===== src/rtl/instr_stream_encoder_pkg.sv =====
// Shared instruction constants: the same opcode/funct values the core's controller decodes,
// the symbolic instruction classes accepted by the encoder, and word-packing helpers.
package instr_stream_encoder_pkg;

    localparam logic [5:0] OPC_RTYPE = 6'b000000;
    localparam logic [5:0] OPC_ADDI  = 6'b001000;
    localparam logic [5:0] OPC_ANDI  = 6'b001100;
    localparam logic [5:0] OPC_LW    = 6'b100011;
    localparam logic [5:0] OPC_SW    = 6'b101011;
    localparam logic [5:0] OPC_JAL   = 6'b000011;

    localparam logic [5:0] FUNCT_ADD = 6'b100000;
    localparam logic [5:0] FUNCT_SUB = 6'b100010;
    localparam logic [5:0] FUNCT_AND = 6'b100100;
    localparam logic [5:0] FUNCT_OR  = 6'b100101;
    localparam logic [5:0] FUNCT_SLT = 6'b101010;

    typedef enum logic [3:0] {
        OP_ADD  = 4'd0,
        OP_SUB  = 4'd1,
        OP_AND  = 4'd2,
        OP_OR   = 4'd3,
        OP_SLT  = 4'd4,
        OP_ADDI = 4'd5,
        OP_ANDI = 4'd6,
        OP_LW   = 4'd7,
        OP_SW   = 4'd8,
        OP_JAL  = 4'd9
    } op_e;

    typedef enum logic [1:0] {
        ST_IDLE  = 2'd0,
        ST_LOAD  = 2'd1,
        ST_WRITE = 2'd2,
        ST_DONE  = 2'd3
    } state_e;

    function automatic logic [31:0] pack_r(input logic [4:0] rs, input logic [4:0] rt,
                                           input logic [4:0] rd, input logic [5:0] funct);
        return {OPC_RTYPE, rs, rt, rd, 5'b00000, funct};
    endfunction

    function automatic logic [31:0] pack_i(input logic [5:0] opc, input logic [4:0] rs,
                                           input logic [4:0] rt, input logic [15:0] imm);
        return {opc, rs, rt, imm};
    endfunction

endpackage


===== src/rtl/instr_pack.sv =====
// Combinational packer: symbolic instruction class plus fields -> 32-bit MIPS word.
// Codes outside the supported set yield a zero word and raise illegal.
module instr_pack
    import instr_stream_encoder_pkg::*;
(
    input  logic [3:0]  op,
    input  logic [4:0]  rs,
    input  logic [4:0]  rt,
    input  logic [4:0]  rd,
    input  logic [15:0] imm,
    input  logic [25:0] target,
    output logic [31:0] word,
    output logic        illegal
);

    // Select the encoding for the instruction class
    always_comb begin
        word    = 32'h0000_0000;
        illegal = 1'b0;
        case (op_e'(op))
            OP_ADD:  word = pack_r(rs, rt, rd, FUNCT_ADD);
            OP_SUB:  word = pack_r(rs, rt, rd, FUNCT_SUB);
            OP_AND:  word = pack_r(rs, rt, rd, FUNCT_AND);
            OP_OR:   word = pack_r(rs, rt, rd, FUNCT_OR);
            OP_SLT:  word = pack_r(rs, rt, rd, FUNCT_SLT);
            OP_ADDI: word = pack_i(OPC_ADDI, rs, rt, imm);
            OP_ANDI: word = pack_i(OPC_ANDI, rs, rt, imm);
            OP_LW:   word = pack_i(OPC_LW, rs, rt, imm);
            OP_SW:   word = pack_i(OPC_SW, rs, rt, imm);
            // The controller always links to $31, so register fields are dropped
            OP_JAL:  word = {OPC_JAL, target};
            default: illegal = 1'b1;
        endcase
    end

endmodule


===== src/rtl/instr_stream_encoder.sv =====
// Streams symbolic instructions into instruction memory: accepts one instruction per two
// cycles, writes legal ones at consecutive word addresses, and flags illegal ops and overflow.
module instr_stream_encoder
    import instr_stream_encoder_pkg::*;
#(
    parameter int ADDR_W = 8
)
(
    input  logic              clk,
    input  logic              rst,
    input  logic              start,
    input  logic [ADDR_W-1:0] base_addr,
    input  logic              in_valid,
    output logic              in_ready,
    input  logic [3:0]        in_op,
    input  logic [4:0]        in_rs,
    input  logic [4:0]        in_rt,
    input  logic [4:0]        in_rd,
    input  logic [15:0]       in_imm,
    input  logic [25:0]       in_target,
    input  logic              in_last,
    output logic              mem_we,
    output logic [ADDR_W-1:0] mem_addr,
    output logic [31:0]       mem_wdata,
    output logic              busy,
    output logic              done,
    output logic              err,
    output logic              ovf,
    output logic [ADDR_W:0]   count
);

    localparam logic [ADDR_W-1:0] PTR_ONE  = {{(ADDR_W-1){1'b0}}, 1'b1};
    localparam logic [ADDR_W:0]   CNT_ONE  = {{ADDR_W{1'b0}}, 1'b1};
    localparam logic [ADDR_W:0]   CAPACITY = {1'b1, {ADDR_W{1'b0}}};

    state_e            state_r;
    state_e            state_s;
    logic [31:0]       word_s;
    logic              illegal_s;
    logic              accept_s;
    logic              start_ok_s;
    logic [ADDR_W:0]   count_inc_s;
    logic              cap_hit_s;
    logic              last_r;
    logic              illegal_r;
    logic [ADDR_W-1:0] ptr_r;
    logic [ADDR_W:0]   count_r;
    logic              err_r;
    logic              ovf_r;
    logic              we_r;
    logic [ADDR_W-1:0] addr_r;
    logic [31:0]       wdata_r;

    instr_pack u_pack (
        .op      (in_op),
        .rs      (in_rs),
        .rt      (in_rt),
        .rd      (in_rd),
        .imm     (in_imm),
        .target  (in_target),
        .word    (word_s),
        .illegal (illegal_s)
    );

    assign accept_s    = (state_r == ST_LOAD) && in_valid;
    assign start_ok_s  = start && ((state_r == ST_IDLE) || (state_r == ST_DONE));
    assign count_inc_s = count_r + CNT_ONE;
    // A legal write filling the last free word is exactly the point where ptr wraps to base
    assign cap_hit_s   = (count_inc_s == CAPACITY);

    // State register
    always_ff @(posedge clk) begin
        if (rst) begin
            state_r <= ST_IDLE;
        end else begin
            state_r <= state_s;
        end
    end

    // Next-state logic
    always_comb begin
        state_s = state_r;
        case (state_r)
            ST_IDLE: begin
                if (start) state_s = ST_LOAD;
                else       state_s = ST_IDLE;
            end
            ST_LOAD: begin
                if (in_valid) state_s = ST_WRITE;
                else          state_s = ST_LOAD;
            end
            ST_WRITE: begin
                if (last_r || (!illegal_r && cap_hit_s)) state_s = ST_DONE;
                else                                     state_s = ST_LOAD;
            end
            ST_DONE: begin
                if (start) state_s = ST_LOAD;
                else       state_s = ST_DONE;
            end
            default: state_s = ST_IDLE;
        endcase
    end

    // Capture on accept, commit pointer/count/flags in WRITE, re-initialise on start
    always_ff @(posedge clk) begin
        if (rst) begin
            last_r    <= 1'b0;
            illegal_r <= 1'b0;
            ptr_r     <= {ADDR_W{1'b0}};
            count_r   <= {(ADDR_W+1){1'b0}};
            err_r     <= 1'b0;
            ovf_r     <= 1'b0;
            we_r      <= 1'b0;
            addr_r    <= {ADDR_W{1'b0}};
            wdata_r   <= 32'h0000_0000;
        end else begin
            we_r <= accept_s && !illegal_s;
            if (accept_s) begin
                addr_r    <= ptr_r;
                wdata_r   <= word_s;
                last_r    <= in_last;
                illegal_r <= illegal_s;
            end
            if (start_ok_s) begin
                ptr_r   <= base_addr;
                count_r <= {(ADDR_W+1){1'b0}};
                err_r   <= 1'b0;
                ovf_r   <= 1'b0;
            end else if (state_r == ST_WRITE) begin
                if (illegal_r) begin
                    err_r <= 1'b1;
                end else begin
                    ptr_r   <= ptr_r + PTR_ONE;
                    count_r <= count_inc_s;
                    if (cap_hit_s) ovf_r <= 1'b1;
                end
            end
        end
    end

    // Strobe is masked by rst so a reset during WRITE aborts the pending write
    assign mem_we    = we_r && !rst;
    assign mem_addr  = addr_r;
    assign mem_wdata = wdata_r;
    assign in_ready  = (state_r == ST_LOAD);
    assign busy      = (state_r == ST_LOAD) || (state_r == ST_WRITE);
    assign done      = (state_r == ST_DONE);
    assign err       = err_r;
    assign ovf       = ovf_r;
    assign count     = count_r;

endmodule


===== config.mk =====
export PLATFORM = sky130hd
export DESIGN_NAME = instr_stream_encoder
export DESIGN_NICKNAME = d
export VERILOG_FILES = /design/src/rtl/instr_stream_encoder_pkg.sv /design/src/rtl/instr_pack.sv /design/src/rtl/instr_stream_encoder.sv
export SDC_FILE = /design/constraint.sdc
export NUM_CORES = 1
export LEC_CHECK = 0
export CAP_MARGIN = 20
export CORE_ASPECT_RATIO = 1.5
export CORE_MARGIN = 1.5
export CORE_UTILIZATION = 35
export DETAILED_ROUTE_END_ITERATION = 6
export DONT_BUFFER_PORTS = 1
export HOLD_SLACK_MARGIN = 0.05
export PLACE_DENSITY = 0.61
export RECOVER_POWER = 50
export SETUP_SLACK_MARGIN = 0.1
export SYNTH_ARGS = -nofsm -noshare
export SYNTH_HDL_FRONTEND = slang
export SYNTH_SLANG_ARGS = --single-unit

===== constraint.sdc =====
create_clock -name clk -period 2 [get_ports clk]
set_input_delay 0.3 -clock clk [delete_from_list [all_inputs] [get_ports clk]]
set_output_delay 0.3 -clock clk [all_outputs]
set_load 0.02 [all_outputs]

==> results.cfg <==
[clock_network]
clock_latency_ps = 330
cts.sinks = 62
numCtsBuffers = 9
h-tree-depth = 3
clock_path_buffers = 2
clock-root-buffer = clkbuf_16
cts_tree = done
clkSlewWorstSetupHoldPaths_ps = 50

[finish]
nets = 430
area_growth_pct = 18.3
final_cells = 459
diodes = 0
fillerInstances = 807
drive_gt1_share_pct = 12.1

[synthesis]
synth_fa_ha_area_share_pct = 3.06
synth_top_family_by_area = compound AO/OA/AOI/OAI gates
ys_warn_count = 0
synth-xor-area-share_pct = 5.21
synthTopCellsByCount = dfxtp_1 (62), nand2_1 (58), o21ai_0 (28)
synth_top_area_cell = dfxtp_1
synth_seq_area_share_pct = 43.4
synthFlopType = dfxtp_1
ys_seq_elements = 62
synth_area_leaders = dfxtp_1 (43%), nand2_1 (7.6%), o21ai_0 (4.9%)
synth_mux_area_share_pct = 1.49
synth_edf_count = 0
syn_area_per_cell_um2 = 8.33
syn_area_um2 = 2860
synth_cell_types = 44
syn-num-nets = 424
synth-compound-area-share_pct = 23.1
yosysMostFrequentCell = dfxtp_1
yosys.area_share.simple_pct = 18.5
synth_async_sr_flop_share_pct = 0
yosysTopAreaCellShare_pct = 43.4
synth_cells = 343

[worst_setup_path]
worst-path-buf-inv = 0
cp_max_fo = 4
cp.arrival_ps = 2090
slowest_stage = a2111o_1
slowest_delay_ps = 400
startpoint_type = flip-flop
cp_cell_sequence = ha_4 -> and3_4 -> and3_4 -> or3_1 -> a2111o_1 -> a211oi_2
critPathRequiredTime_ps = 2240
worst_path_most_repeated_cell = and3_4
crit_family = simple AND/OR/NAND/NOR gates
crit_type = reg -> reg
end_kind = flip-flop

[timing]
rsz0062_at_grt = yes
period_minus_slack_ps = 1850
fin_crit_sh_pct = 92.6
slew_violations = 0
setup_viol = 0
finalClockSkew_ps = 5.16
hold_violations = 0
fin_tns_setup_ps = 0
max_freq_mhz = 540
worstMarginPinSlew_ps = 1030
timing.slew.headroom_pct = 31.2

[die]
fp.coreArea_um2 = 7960
die_area_um2 = 8730
io_pins = 129
start_util_pct = 35.9
die_h_um = 114
num_rows = 40
die_w_um = 76.8

[pwr]
ir_drop_mv = 0.439
power_density_nw_per_um2 = 947
power_leakage_nw = 1.20

[global_routing]
grt_overflow = 0
grt_pass1_wl_um = 12000
grt_max_degree = 28
grt_use_total_pct = 17.8
antenna_found_initial = 0
grt_pass1_vias = 2417

[placement]
place_hpwl_um = 5550
io_buffers = 0
numPlacedInstances = 438
gp_congestion = 0.787

[detailed_routing]
drcViolationCount = 0
drtIter0Drc = 111
wirelength_um = 7600
drtAntennaViolNets = 0
drt_first_pass_iters = 4
num_vias = 2511
wl_per_cell_um = 16.6
avgViaCountPerCell = 5.47

[worst_hold_path]
hp-class = in -> reg

[run_status]
status = completed

[job]
cap_violations = 0
-- metal layers --
metal	vias to the layer above	GRT usage [%]	share of wire [%]
li1	1220	-	-
met1	1168	19.0	39
met2	109	30.7	52
met3	14	6.64	7.4
met4	0	9.14	2.2
met5	-	0	0
-- power breakdown --
group	leakage, nW	total, W	switching, W	internal, W
registers	0.504	0.00133	0.0000576	0.00127
logic	0.539	0.000228	0.000136	0.0000926
clock network	0.152	0.00164	0.000554	0.00109
total	1.20	0.00320	0.000747	0.00245
-- per-stage QoR --
step	area [um^2]	utilization [%]	total power [W]	setup slack (ps)	hold slack (ps)
2_1_floorplan	2870	-	0.00153	112	436
3_3_place_gp	3020	37.9	0.00157	144	372
3_5_place_dp	3020	37.9	0.00157	87.7	375
4_1_cts	3360	42.2	0.00323	104	58.5
5_1_grt	3380	42.5	0.00332	74.8	60.9
6_report	3380	42.5	0.00320	147	75.1
-- what timing repair did --
item	4_1_cts	5_1_grt
hold buffers	1	0
buffers inserted	0	4
endpoints found under the setup margin	3	5
pin swaps	2	2
resized for setup	2	3
endpoints found under the hold margin	24	0
-- cell type report --
class / count / area [um^2] / area share, %
Clock buffer: 10 / 229 / 6.78
Sequential cell: 62 / 1250 / 36.9
Multi-Input combinational cell: 246 / 1500 / 44.4
Clock inverter: 6 / 86.3 / 2.55
Timing Repair Buffer: 21 / 154 / 4.55
Tap cell: 105 / 131 / 3.89
Inverter: 9 / 33.8 / 1.00
-- worst register-to-register path, delay by kind of cell (launching register included) --
| family | cells | cell delay [ps] |
|---|---|---|
| AOI/OAI and AO/OA | 2 | 580 |
| DFF | 1 | 350 |
| adders and majority gates | 1 | 170 |
| and+or+nand+nor | 3 | 680 |
-- worst paths after layout --
| path | depth (start not counted) | end | slack, ps | start |
|---|---|---|---|---|
| worst max-delay path | 6 | state_r[1] | 150 | count[0] |
| worst max register to register | 6 | state_r[1] | 150 | count[0] |
| worst min register to register | 2 | last_r | 480 | last_r |
| worst min-delay path | 1 | mem_wdata[29] | 80 | rst |
-- logic make-up after synthesis --
group | after synthesis
muxes | 4
AOI/OAI and AO/OA | 100
buffers and inverters | 35
other | 1
xor gates and xnor gates | 17
adders and majority gates | 7
and+or+nand+nor | 117
DFF | 62
-- placed cells by master (no fill, tap or decap), drive strengths merged, types with 3 or more instances in the layout --
cell     n
a211oi  12
a21oi   20
a221oi   3
a222oi   5
a22oi   18
and3     4
buf     15
clkbuf  15
clkinv   3
dfxtp   62
ha       7
inv      9
nand2   58
nand2b   3
nand3    4
nand4    5
nor2    27
nor2b    4
o21ai   29
or3      3
xnor2    5
xor2    12
-- registers in the layout, indices dropped and copies added, names as in the netlist --
name       flops
mem_wdata     30
last_r         1
we_r           1
count          9
illegal_r      1
state_r        2
ptr_r          8
ovf            1
mem_addr       8
err            1
(Power assumes the default switching activity.)
